File: src/rtl/pulse_record_buffer_pkg.sv
// Shared widths for the lighthouse record path (vive_tracker_defs) and the record layout.
package pulse_record_buffer_pkg;
    localparam int DECODED_W   = 17;
    localparam int TIMESTAMP_W = 24;
    localparam int RECORD_W    = DECODED_W + TIMESTAMP_W;
    localparam int OVF_CNT_W   = 8;

    typedef struct packed {
        logic [DECODED_W-1:0]   data;
        logic [TIMESTAMP_W-1:0] ts;
    } record_t;

    function automatic record_t make_record(input logic [DECODED_W-1:0] d,
                                            input logic [TIMESTAMP_W-1:0] t);
        record_t r;
        r.data = d;
        r.ts   = t;
        return r;
    endfunction
endpackage

File: src/rtl/pulse_record_buffer_if.sv
// Capture and readout signals of the pulse record buffer.
// PULSE_BUFFER_OVF_COUNT_EN adds the saturating overflow_count output.
interface pulse_record_buffer_if
    import pulse_record_buffer_pkg::*;
#(
    parameter int DEPTH = 16
);
    localparam int ADDR_W = $clog2(DEPTH);

    logic                   data_availible;
    logic [DECODED_W-1:0]   decoded_data;
    logic [TIMESTAMP_W-1:0] timestamp_last_data;
    logic                   rd_en;
    logic                   clear_overflow;
    logic [RECORD_W-1:0]    rd_data;
    logic                   rd_valid;
    logic [ADDR_W:0]        level;
    logic                   full;
    logic                   overflow;
`ifdef PULSE_BUFFER_OVF_COUNT_EN
    logic [OVF_CNT_W-1:0]   overflow_count;
`endif

    modport master (
        output data_availible, decoded_data, timestamp_last_data, rd_en, clear_overflow,
`ifdef PULSE_BUFFER_OVF_COUNT_EN
        input  overflow_count,
`endif
        input  rd_data, rd_valid, level, full, overflow
    );

    modport slave (
        input  data_availible, decoded_data, timestamp_last_data, rd_en, clear_overflow,
`ifdef PULSE_BUFFER_OVF_COUNT_EN
        output overflow_count,
`endif
        output rd_data, rd_valid, level, full, overflow
    );
endinterface

File: src/rtl/pulse_record_buffer_mem.sv
// Record storage: one synchronous write port, one asynchronous read port, contents never cleared.
module pulse_fifo_mem
    import pulse_record_buffer_pkg::*;
#(
    parameter int DEPTH  = 16,
    parameter int ADDR_W = $clog2(DEPTH)
) (
    input  logic                clk_i,
    input  logic                we_i,
    input  logic [ADDR_W-1:0]   waddr_i,
    input  logic [RECORD_W-1:0] wdata_i,
    input  logic [ADDR_W-1:0]   raddr_i,
    output logic [RECORD_W-1:0] rdata_o
);
    logic [RECORD_W-1:0] mem_q [DEPTH];

    always_ff @(posedge clk_i) begin
        if (we_i) mem_q[waddr_i] <= wdata_i;
    end

    assign rdata_o = mem_q[raddr_i];
endmodule

File: src/rtl/pulse_record_buffer.sv
// FWFT buffer of decoded lighthouse words with drop-newest on full and a sticky overflow flag.
// PULSE_BUFFER_OVF_COUNT_EN adds a saturating dropped-record counter.
module pulse_record_buffer
    import pulse_record_buffer_pkg::*;
#(
    parameter int DEPTH = 16
) (
    input logic                  clk_96MHz,
    input logic                  reset,
    pulse_record_buffer_if.slave bus
);
    localparam int ADDR_W = $clog2(DEPTH);
    localparam logic [ADDR_W:0] DEPTH_L = (ADDR_W+1)'(DEPTH);

    logic [ADDR_W:0]     wr_ptr_q, wr_ptr_d, rd_ptr_q, rd_ptr_d, level;
    logic                da_q, ovf_q, ovf_d;
    logic                push, pop, empty, is_full, wr_en, drop;
    logic [RECORD_W-1:0] mem_rdata;

    assign level   = wr_ptr_q - rd_ptr_q;
    assign empty   = (level == '0);
    assign is_full = (level == DEPTH_L);
    assign push    = bus.data_availible & ~da_q;
    assign pop     = bus.rd_en & ~empty;
    // A simultaneous pop frees the slot, so a push into a full buffer still lands.
    assign wr_en   = push & (~is_full | pop);
    assign drop    = push & is_full & ~pop;

    always_comb begin
        wr_ptr_d = wr_ptr_q + (ADDR_W+1)'(wr_en);
        rd_ptr_d = rd_ptr_q + (ADDR_W+1)'(pop);
        ovf_d    = ovf_q;
        if (bus.clear_overflow) ovf_d = 1'b0;
        if (drop)               ovf_d = 1'b1;
    end

    always_ff @(posedge clk_96MHz) begin
        if (reset) begin
            wr_ptr_q <= '0;
            rd_ptr_q <= '0;
            ovf_q    <= 1'b0;
            // Start high so a level already asserted at reset release is not a new word.
            da_q     <= 1'b1;
        end else begin
            wr_ptr_q <= wr_ptr_d;
            rd_ptr_q <= rd_ptr_d;
            ovf_q    <= ovf_d;
            da_q     <= bus.data_availible;
        end
    end

    pulse_fifo_mem #(.DEPTH(DEPTH), .ADDR_W(ADDR_W)) u_mem (
        .clk_i   (clk_96MHz),
        .we_i    (wr_en),
        .waddr_i (wr_ptr_q[ADDR_W-1:0]),
        .wdata_i (make_record(bus.decoded_data, bus.timestamp_last_data)),
        .raddr_i (rd_ptr_q[ADDR_W-1:0]),
        .rdata_o (mem_rdata)
    );

    assign bus.rd_data  = empty ? '0 : mem_rdata;
    assign bus.rd_valid = ~empty;
    assign bus.level    = level;
    assign bus.full     = is_full;
    assign bus.overflow = ovf_q;

`ifdef PULSE_BUFFER_OVF_COUNT_EN
    logic [OVF_CNT_W-1:0] ovf_cnt_q, ovf_cnt_d;

    always_comb begin
        ovf_cnt_d = ovf_cnt_q;
        if (bus.clear_overflow)  ovf_cnt_d = OVF_CNT_W'(drop);
        else if (drop && ovf_cnt_q != '1) ovf_cnt_d = ovf_cnt_q + 1'b1;
    end

    always_ff @(posedge clk_96MHz) begin
        if (reset) ovf_cnt_q <= '0;
        else       ovf_cnt_q <= ovf_cnt_d;
    end

    assign bus.overflow_count = ovf_cnt_q;
`endif
endmodule
File: src/flat_wrapper.sv
// flat-port wrapper written by rule: the top's interface ports become plain ports
module pulse_record_buffer_flat import pulse_record_buffer_pkg::*;
#(
    parameter int DEPTH = 16
)
  (clk_96MHz, reset, bus_data_availible, bus_decoded_data, bus_timestamp_last_data, bus_rd_en, bus_clear_overflow, bus_rd_data, bus_rd_valid, bus_level, bus_full, bus_overflow);
  pulse_record_buffer_if #(.DEPTH(DEPTH)) bus_i ();
  input logic clk_96MHz;
  input logic reset;
  input wire logic [$bits(bus_i.data_availible)-1:0] bus_data_availible;
  input wire logic [$bits(bus_i.decoded_data)-1:0] bus_decoded_data;
  input wire logic [$bits(bus_i.timestamp_last_data)-1:0] bus_timestamp_last_data;
  input wire logic [$bits(bus_i.rd_en)-1:0] bus_rd_en;
  input wire logic [$bits(bus_i.clear_overflow)-1:0] bus_clear_overflow;
  output wire logic [$bits(bus_i.rd_data)-1:0] bus_rd_data;
  output wire logic [$bits(bus_i.rd_valid)-1:0] bus_rd_valid;
  output wire logic [$bits(bus_i.level)-1:0] bus_level;
  output wire logic [$bits(bus_i.full)-1:0] bus_full;
  output wire logic [$bits(bus_i.overflow)-1:0] bus_overflow;
  assign bus_i.data_availible = bus_data_availible;
  assign bus_i.decoded_data = bus_decoded_data;
  assign bus_i.timestamp_last_data = bus_timestamp_last_data;
  assign bus_i.rd_en = bus_rd_en;
  assign bus_i.clear_overflow = bus_clear_overflow;
  assign bus_rd_data = bus_i.rd_data;
  assign bus_rd_valid = bus_i.rd_valid;
  assign bus_level = bus_i.level;
  assign bus_full = bus_i.full;
  assign bus_overflow = bus_i.overflow;
  pulse_record_buffer #(.DEPTH(DEPTH)) u_core (.clk_96MHz(clk_96MHz), .reset(reset), .bus(bus_i));
endmodule
File: config.mk
export PLATFORM = sky130hd
export DESIGN_NAME = pulse_record_buffer_flat
export DESIGN_NICKNAME = d
export VERILOG_FILES = /design/src/rtl/pulse_record_buffer_pkg.sv /design/src/rtl/pulse_record_buffer_if.sv /design/src/rtl/pulse_record_buffer_mem.sv /design/src/rtl/pulse_record_buffer.sv /design/src/flat_wrapper.sv
export SDC_FILE = /design/constraint.sdc
export NUM_CORES = 1
export LEC_CHECK = 0
export ABC_AREA = 1
export CAP_MARGIN = 40
export CORE_MARGIN = 2
export CORE_UTILIZATION = 25
export CTS_CLUSTER_DIAMETER = 40
export DETAILED_ROUTE_END_ITERATION = 7
export SYNTH_ARGS = -nofsm -noshare
export SYNTH_HDL_FRONTEND = slang
export SYNTH_SLANG_ARGS = --single-unit
File: constraint.sdc
create_clock -name clk_96MHz -period 5.15 [get_ports clk_96MHz]
set_clock_uncertainty 0.1 [all_clocks]
set_input_delay 1.2875 -clock clk_96MHz [delete_from_list [all_inputs] [get_ports clk_96MHz]]
set_output_delay 1.2875 -clock clk_96MHz [all_outputs]
set_load 0.01 [all_outputs]
==> qor_table.md, run 1 <==
| Item | Value | Unit |
| --- | --- | --- |
| Clk_lat worst skew | 0.64 | ns |
| XOR/XNOR Fraction of Synth Area | 0.000651 | - |
| CTS tree | done | - |
| Pre-CTS setup slack | 1.00 | ns |
| Compound-Gate Fraction of Synth Area | 0.0669 | - |
| Critical Setup Path Class | flip-flop to output port | - |
| Count of instances resized after the clock tree is built | 0 | - |
| Critical register-to-register path endpoint | u_core.u_mem.mem_q[2][2]$_DFFE_PP_ | - |
| Synth-to-Final Area Change | 22.1 | % |
| MaxCap Viol Count | 0 | - |
| Data arrival at the endpoint of the critical path | 3.36 | ns |
| Cell area after placement | 0.0295 | sq mm |
| Min setup slack post-route | 0.401 | ns |
| Number of violations reported at the end of detailed-routing iteration 0 | 1,471 | - |
| Total of buffers placed on input and output ports | 94 | - |
| Netlist area before placement | 0.0269 | sq mm |
| Setup Viol. Count Final | 0 | - |
| Wire length of the first global-routing pass | 106,000 | um |
| Area contributors post-synth | edfxtp_1 (73%), nand2_1 (8.5%), nand3_1 (5.5%) | - |
| Critical path capture point | bus_rd_data[21] | - |
| Highest clock rate | 211 | MHz |
| Detailed placement HPWL | 35,600 | um |
| Die Span X | 332 | um |
| Total Power | 17.0 | mW |
| Maximum number of pins on one net before global-route repair | 168 | - |
| Cell taking the most area after synthesis | edfxtp_1 | - |
| Global-route usage over all layers | 0.126 | - |
| Reg-to-reg setup timing slack | 1.88 | ns |
| Fraction of the yosys area taken by sequential cells | 0.741 | - |
| Most used flip-flop cell after synthesis | edfxtp_1 | - |
| Total wirelength of the detailed-routed design | 70,800 | um |
| Final cell area excluding filler cells | 0.0329 | sq mm |
| Post-synthesis cell type count | 26 | - |
| I/O pin count | 95 | - |
| Flip-flop and latch area | 0.0199 | sq mm |
| Worst relative slew slack | 0.358 | - |
| Main combinational cell family by area after synthesis | simple AND/OR/NAND/NOR gates | - |
| Hold buffer count at cts | 0 | - |
| Mean routed wirelength per cell | 19.1 | um |
| Unrepaired setup endpoints after global routing | no | - |
| Antenna-violating nets left | 0 | - |
| Die Ht | 332 | um |
| Clock tree sinks | 668 | - |
| Register bit total from synthesis | 668 | - |
| Number of optimization iterations in the first detailed-route pass | 5 | - |
| Gr ovfl total | 0 | - |
| Result of the run | completed | - |
| Remaining design rule violation count | 0 | - |
| Die Area | 0.110 | sq mm |
| Pwr dens | 517 | mW/mm^2 |
| CP max FO | 42 | - |
| Net count after synthesis | 2,179 | - |
| Number of placement rows | 120 | - |
| Critical path capture point type | output port | - |
| Setup TNS Final | 0 | ns |
| Final Hold Violating Endpoints | 0 | - |
| Worst Setup Start Kind | flip-flop | - |
| Adder-cell share of the synthesized area | 0.00447 | - |
| Class of the tightest hold or removal check | flip-flop to flip-flop | - |
| Layout cell share with drive strength beyond 1 | 0.105 | - |
| Worst slew pin tran | 0.963 | ns |
| Effective utilization at floorplan | 0.252 | - |
| Multi-input combinational cell area | 0.00616 | sq mm |
| Register clock-pin slew on the reported worst setup and hold paths | 0.05 | ns |
| Post-synthesis area per instance | 12.7 | sq um |
| CTS HTree Levels | 3 | - |
| Number of post-CTS setup repair buffers | 0 | - |
| Instance count of the mapped netlist | 2,124 | - |
| Slew Limit Fails | 0 | - |
| Fill count | 10,600 | - |
| Pleak | 11.3 | nW |
| Ys async rst share | 0 | - |
| Most instantiated cells after synthesis | edfxtp_1 (656), nand2_1 (606), nand3_1 (295) | - |
| Worst reg2reg path depth | 13 | - |
| Maximum root-to-sink buffer count | 3 | - |
| Net count, final | 2,278 | - |
| TritonCTS Buffers | 95 | - |
| RePlAce Congestion | 0.715 | - |
| Top-count cell post-synth | edfxtp_1 | - |
| Portion of synthesized cell area occupied by the leading cell type | 0.732 | - |
| Number of synthesized flops with an enable pin | 656 | - |
| Proportion of synthesized area in mux cells | 0 | - |
| Post-synthesis share of cell area spent on and, or, nand and nor gates | 0.153 | - |
| Worst flop-to-flop path startpoint | u_core.rd_ptr_q[0]$_SDFF_PP0_ | - |
| Vias in the first global route | 16,400 | - |
| Overall via count from detail_route | 16,800 | - |
| Peak VDD IR | 336 | uV |
| Core box area | 0.107 | sq mm |
| Warnings, synthesis | 0 | - |
| Startpoint of the worst setup timing path | u_core.wr_ptr_q[0]$_SDFF_PP0_ | - |
| Buffer cell driving the clock tree root | clkbuf_16 | - |
| Critical Path RT | 3.76 | ns |
| Final Critical Period | 4.75 | ns |
| Detailed-route vias per instance | 4.52 | - |
| Share of the clock period used by the worst path after layout | 0.922 | - |
| Number of antenna violations at the first check in global routing | 5 | - |
[flip-flops by register name, indices dropped and copies added, names as in the netlist]
register             flops
u_core.u_mem.mem_q     656
u_core.rd_ptr_q          5
u_core.wr_ptr_q          5
u_core.bus.overflow      1
u_core.da_q              1
[cell families (layout without fill, tap and decap cells)]
| kind of cell | after synthesis | after routing |
|---|---|---|
| AND/OR/NAND/NOR | 982 | 982 |
| flip-flops | 668 | 668 |
| AO/OA/AOI/OAI | 298 | 298 |
| buffers and inverters | 165 | 345 |
| adder cells (fa/ha/maj) | 9 | 9 |
| XOR/XNOR | 2 | 2 |
| other | 0 | 1 |
[critical path, stage by stage (launching register included)]
cell and delay [ns]:
dfxtp_1 0.38, inv_1 0.08, ha_1 0.19, inv_1 0.08
fa_1 0.42, or2_0 0.23, nor2_1 0.15, nand3_2 0.15
nor2_4 0.14, buf_12 0.26, nor2_1 0.09, clkdlybuf4s50_1 0.48
[stage by stage]
step | hold slack [ns] | util | std cells
after CTS | 0.376 | 0.307 | 3707
after global routing | 0.418 | 0.307 | 3708
after detailed placement | 0.363 | 0.276 | 3529
final | 0.383 | 0.307 | 3708
after global placement | 0.357 | 0.275 | 3527
after floorplan | 0.358 | - | 2124
[layout by cell type (no fill, tap or decap), drive strengths merged]
| cell | instances |
|---|---|
| a21oi | 212 |
| a22o | 82 |
| buf | 44 |
| bufinv | 14 |
| clkbuf | 101 |
| clkdlybuf4s50 | 94 |
| clkinv | 38 |
| clkinvlp | 10 |
| dfxtp | 12 |
| diode | 1 |
| edfxtp | 656 |
| fa | 1 |
| ha | 8 |
| inv | 44 |
| nand2 | 608 |
| nand3 | 296 |
| nor2 | 77 |
| o21ai | 4 |
| or2 | 1 |
| xnor2 | 2 |
[power breakdown]
part           total, mW  internal [mW]  leakage (nW)  switching (mW)
logic               4.21           1.61          3.67            2.60
registers           6.03           6.01          6.00          0.0229
clock network       6.76           4.20          1.62            2.56
[metal layers]
layer | GRT usage | wire [um] | vias up
li1 | - | - | 7898
met1 | 0.168 | 30600 | 8236
met2 | 0.207 | 34300 | 516
met3 | 0.0256 | 4210 | 120
met4 | 0.0366 | 1580 | 8
met5 | 0 | 42 | -
[worst min path at each step]
stage          slack (ns)                          endpoint                        startpoint  cells past startpoint
6_report             0.38  u_core.bus.overflow$_SDFFE_PP0P_  u_core.bus.overflow$_SDFFE_PP0P_                      2
4_1_cts              0.38  u_core.bus.overflow$_SDFFE_PP0P_  u_core.bus.overflow$_SDFFE_PP0P_                      2
3_5_place_dp         0.36  u_core.bus.overflow$_SDFFE_PP0P_  u_core.bus.overflow$_SDFFE_PP0P_                      2
2_1_floorplan        0.36     u_core.rd_ptr_q[4]$_SDFF_PP0_     u_core.rd_ptr_q[4]$_SDFF_PP0_                      2
5_1_grt              0.42     u_core.rd_ptr_q[4]$_SDFF_PP0_     u_core.rd_ptr_q[4]$_SDFF_PP0_                      2
3_3_place_gp         0.36  u_core.bus.overflow$_SDFFE_PP0P_  u_core.bus.overflow$_SDFFE_PP0P_                      2
[area by class of cell]
cell class | instances | area share
clock buffers | 101 | 0.0737
flip-flops and latches | 668 | 0.607
inverters | 29 | 0.00362
diodes | 1 | 0.0000762
clock inverters | 77 | 0.0293
repair buffers | 138 | 0.0452
multi-input cells | 1291 | 0.188
well taps | 1403 | 0.0534
(Power assumes the default switching activity.)
==> run 2: changes to the inputs <==
--- a/config.mk
+++ b/config.mk
@@ -6,7 +6,7 @@
 export NUM_CORES = 1
 export LEC_CHECK = 0
 export ABC_AREA = 1
-export CAP_MARGIN = 40
+export CAP_MARGIN = 20
 export CORE_MARGIN = 2
 export CORE_UTILIZATION = 25
 export CTS_CLUSTER_DIAMETER = 40
==> run 2 against run 1 <==
Against the previous run: count of clock-buffer cells in the layout increased by 2; via count increased by 0.20%; non-clock buffer count decreased by 2; cell area about the same; sequential power about the same; flip-flop and latch count unchanged; register-to-register slack about the same; critical path depth unchanged; wire length increased by 0.42%; combinational power about the same; sequential share of layout area about the same; clock power increased by 1%.
==> qor_table.md, run 2 (synthesis results as in run 1) <==
| Item | Value | Unit | vs previous |
| --- | --- | --- | --- |
| Result of the run | completed | - |  |
| Vias in the first global route | 16,500 | - | +0.85% |
| Overall via count from detail_route | 16,800 | - | +0.20% |
| TritonCTS Buffers | 95 | - | unchanged |
| CP max FO | 42 | - | unchanged |
| Number of placed cells counting well taps | 3,527 | - | -0.057% |
| Slew Limit Fails | 0 | - | unchanged |
| Worst slew pin tran | 0.987 | ns | +0.0242 ns |
| Logic gate share of total power | 0.247 | - | about the same |
| Die Ht | 332 | um | unchanged |
| Clock tree sinks | 668 | - | unchanged |
| Relative contribution of the clock network to total power | 0.400 | - | +0.002 |
| CTS tree | done | - |  |
| Critical path capture point type | output port | - |  |
| Register name with the most flops | u_core.u_mem.mem_q | - |  |
| Remaining design rule violation count | 0 | - | unchanged |
| Core box area | 0.107 | sq mm | unchanged |
| Critical Path RT | 3.76 | ns | about the same |
| Die Area | 0.110 | sq mm | unchanged |
| Global-route usage over all layers | 0.126 | - | +0.000493 |
| Number of post-CTS setup repair buffers | 0 | - | unchanged |
| Pleak | 11.3 | nW | about the same |
| Number of antenna violations at the first check in global routing | 5 | - | unchanged |
| Internal power | 12.0 | mW | +1.4% |
| Largest registers in the final layout | u_core.u_mem.mem_q (656), u_core.rd_ptr_q (5), u_core.wr_ptr_q (5) | - |  |
| Number of optimization iterations in the first detailed-route pass | 5 | - | unchanged |
| Most frequent standard cell in the layout excluding fill and tap cells | edfxtp_1 | - |  |
| Class of the tightest hold or removal check | flip-flop to flip-flop | - |  |
| Number of placement rows | 120 | - | unchanged |
| Layout cell share with drive strength beyond 1 | 0.100 | - | -0.00456 |
| MaxCap Viol Count | 0 | - | unchanged |
| Largest register FFs | 656 | - | unchanged |
| Non-filler cells in the finished layout | 3,703 | - | -0.13% |
| Detailed-route vias per instance | 4.54 | - | +0.34% |
| Hold buffer count at cts | 0 | - | unchanged |
| Net count, final | 2,276 | - | -0.088% |
| Buffer cell driving the clock tree root | clkbuf_16 | - |  |
| Data arrival at the endpoint of the critical path | 3.33 | ns | -0.03 ns |
| Wire length of the first global-routing pass | 106,000 | um | +0.22% |
| RePlAce Congestion | 0.715 | - | unchanged |
| Antenna-violating nets left | 0 | - | unchanged |
| Final Hold Violating Endpoints | 0 | - | unchanged |
| Mean routed wirelength per cell | 19.2 | um | +0.56% |
| Worst relative slew slack | 0.341 | - | -0.0171 |
| Detailed placement HPWL | 35,100 | um | -1.5% |
| Effective utilization at floorplan | 0.252 | - | unchanged |
| Maximum number of pins on one net before global-route repair | 168 | - | unchanged |
| Peak VDD IR | 302 | uV | -10% |
| Sequential share of power | 0.353 | - | -0.002 |
| Net switching component of the power | 5.10 | mW | -1.5% |
| Setup Viol. Count Final | 0 | - | unchanged |
| Unrepaired setup endpoints after global routing | no | - |  |
| Register clock-pin slew on the reported worst setup and hold paths | 0.05 | ns | about the same |
| Final Critical Period | 4.71 | ns | -0.0362 ns |
| CTS HTree Levels | 3 | - | unchanged |
| Die Span X | 332 | um | unchanged |
| Worst Setup Start Kind | flip-flop | - |  |
| Synth-to-Final Area Change | 22.1 | % | about the same |
| Setup TNS Final | 0 | ns | unchanged |
| Number of violations reported at the end of detailed-routing iteration 0 | 1,655 | - | +13% |
| Switching Fraction | 0.299 | - | -0.00617 |
| Critical Setup Path Class | flip-flop to output port | - |  |
| Clk_lat worst skew | 0.63 | ns | about the same |
| Share of the clock period used by the worst path after layout | 0.915 | - | -0.00702 |
| Count of instances resized after the clock tree is built | 0 | - | unchanged |
| Total of buffers placed on input and output ports | 94 | - | unchanged |
| Gr ovfl total | 0 | - | unchanged |
| Pwr dens | 520 | mW/mm^2 | +0.57% |
| Most used cells in the layout excluding fill and tap cells | edfxtp_1 (656), nand2_1 (606), nand3_1 (295) | - |  |
| Maximum root-to-sink buffer count | 3 | - | unchanged |
| Total wirelength of the detailed-routed design | 71,100 | um | +0.42% |
| Highest clock rate | 212 | MHz | +0.77% |
| I/O pin count | 95 | - | unchanged |
## run 2: cell types whose count changed in the layout (fill, tap and decap cells not counted), sizes merged
cell      before  now
clkinvlp      10    7
inv           44   39
clkinv        38   37
clkbuf       101  103
buf           44   42
bufinv        14   18
## run 2: worst paths after layout
kind	startpoint	end	slack (ns)	cells after the start
setup / recovery	u_core.wr_ptr_q[0]$_SDFF_PP0_	bus_rd_data[27]	0.44	11
hold / removal	u_core.bus.overflow$_SDFFE_PP0P_	u_core.bus.overflow$_SDFFE_PP0P_	0.37	2
hold reg to reg	u_core.bus.overflow$_SDFFE_PP0P_	u_core.bus.overflow$_SDFFE_PP0P_	0.37	2
setup reg to reg	u_core.rd_ptr_q[0]$_SDFF_PP0_	u_core.u_mem.mem_q[2][20]$_DFFE_PP_	1.88	13
## run 2: power by group through the flow
stage                     sequential, mW  combinational [mW]  clock (mW)
after floorplan                     6.12                2.75           0
after global placement              6.14                4.27           0
after detailed placement            6.14                4.30           0
after CTS                           6.03                4.32        6.96
after global routing                6.03                4.71        7.18
final                               6.03                4.22        6.84
## run 2: final cells by class
type | instances | area, sq um
flip-flops and latches | 668 | 19900
inverters | 29 | 119
multi-input cells | 1291 | 6160
clock inverters | 72 | 976
diodes | 1 | 2.50
well taps | 1403 | 1760
fillers | 10700 | 74100
repair buffers | 136 | 1440
clock buffers | 103 | 2430
## run 2: worst max-delay path: stages, from the launching register on
cell             delay [ns]
dfxtp_1                0.39
inv_1                  0.08
ha_1                   0.19
inv_1                  0.08
fa_1                   0.43
or2_0                  0.23
nor2_1                 0.14
nand3_2                0.14
nor2_4                 0.14
buf_12                 0.27
nor2_1                 0.10
clkdlybuf4s50_1        0.49
## run 2: stage by stage
step / util / setup WS (ns) / hold slack (ns) / power, mW / cell area [sq um]
after floorplan: - / 0.972 / 0.358 / 8.87 / 26900
after global placement: 0.275 / 1.04 / 0.357 / 10.4 / 29400
after detailed placement: 0.275 / 1.01 / 0.366 / 10.4 / 29400
after CTS: 0.307 / 0.321 / 0.375 / 17.3 / 32800
after global routing: 0.307 / 0.152 / 0.417 / 17.9 / 32800
final: 0.307 / 0.437 / 0.371 / 17.1 / 32800
## run 2: per-layer routing
metal / vias up / wire (um) / part of all wire / GRT usage
li1: 7876 / - / - / -
met5: - / 46 / 0.00065 / 0
met1: 8317 / 30800 / 0.43 / 0.165
met4: 8 / 1840 / 0.026 / 0.0417
met3: 127 / 4110 / 0.058 / 0.0264
met2: 484 / 34300 / 0.48 / 0.209
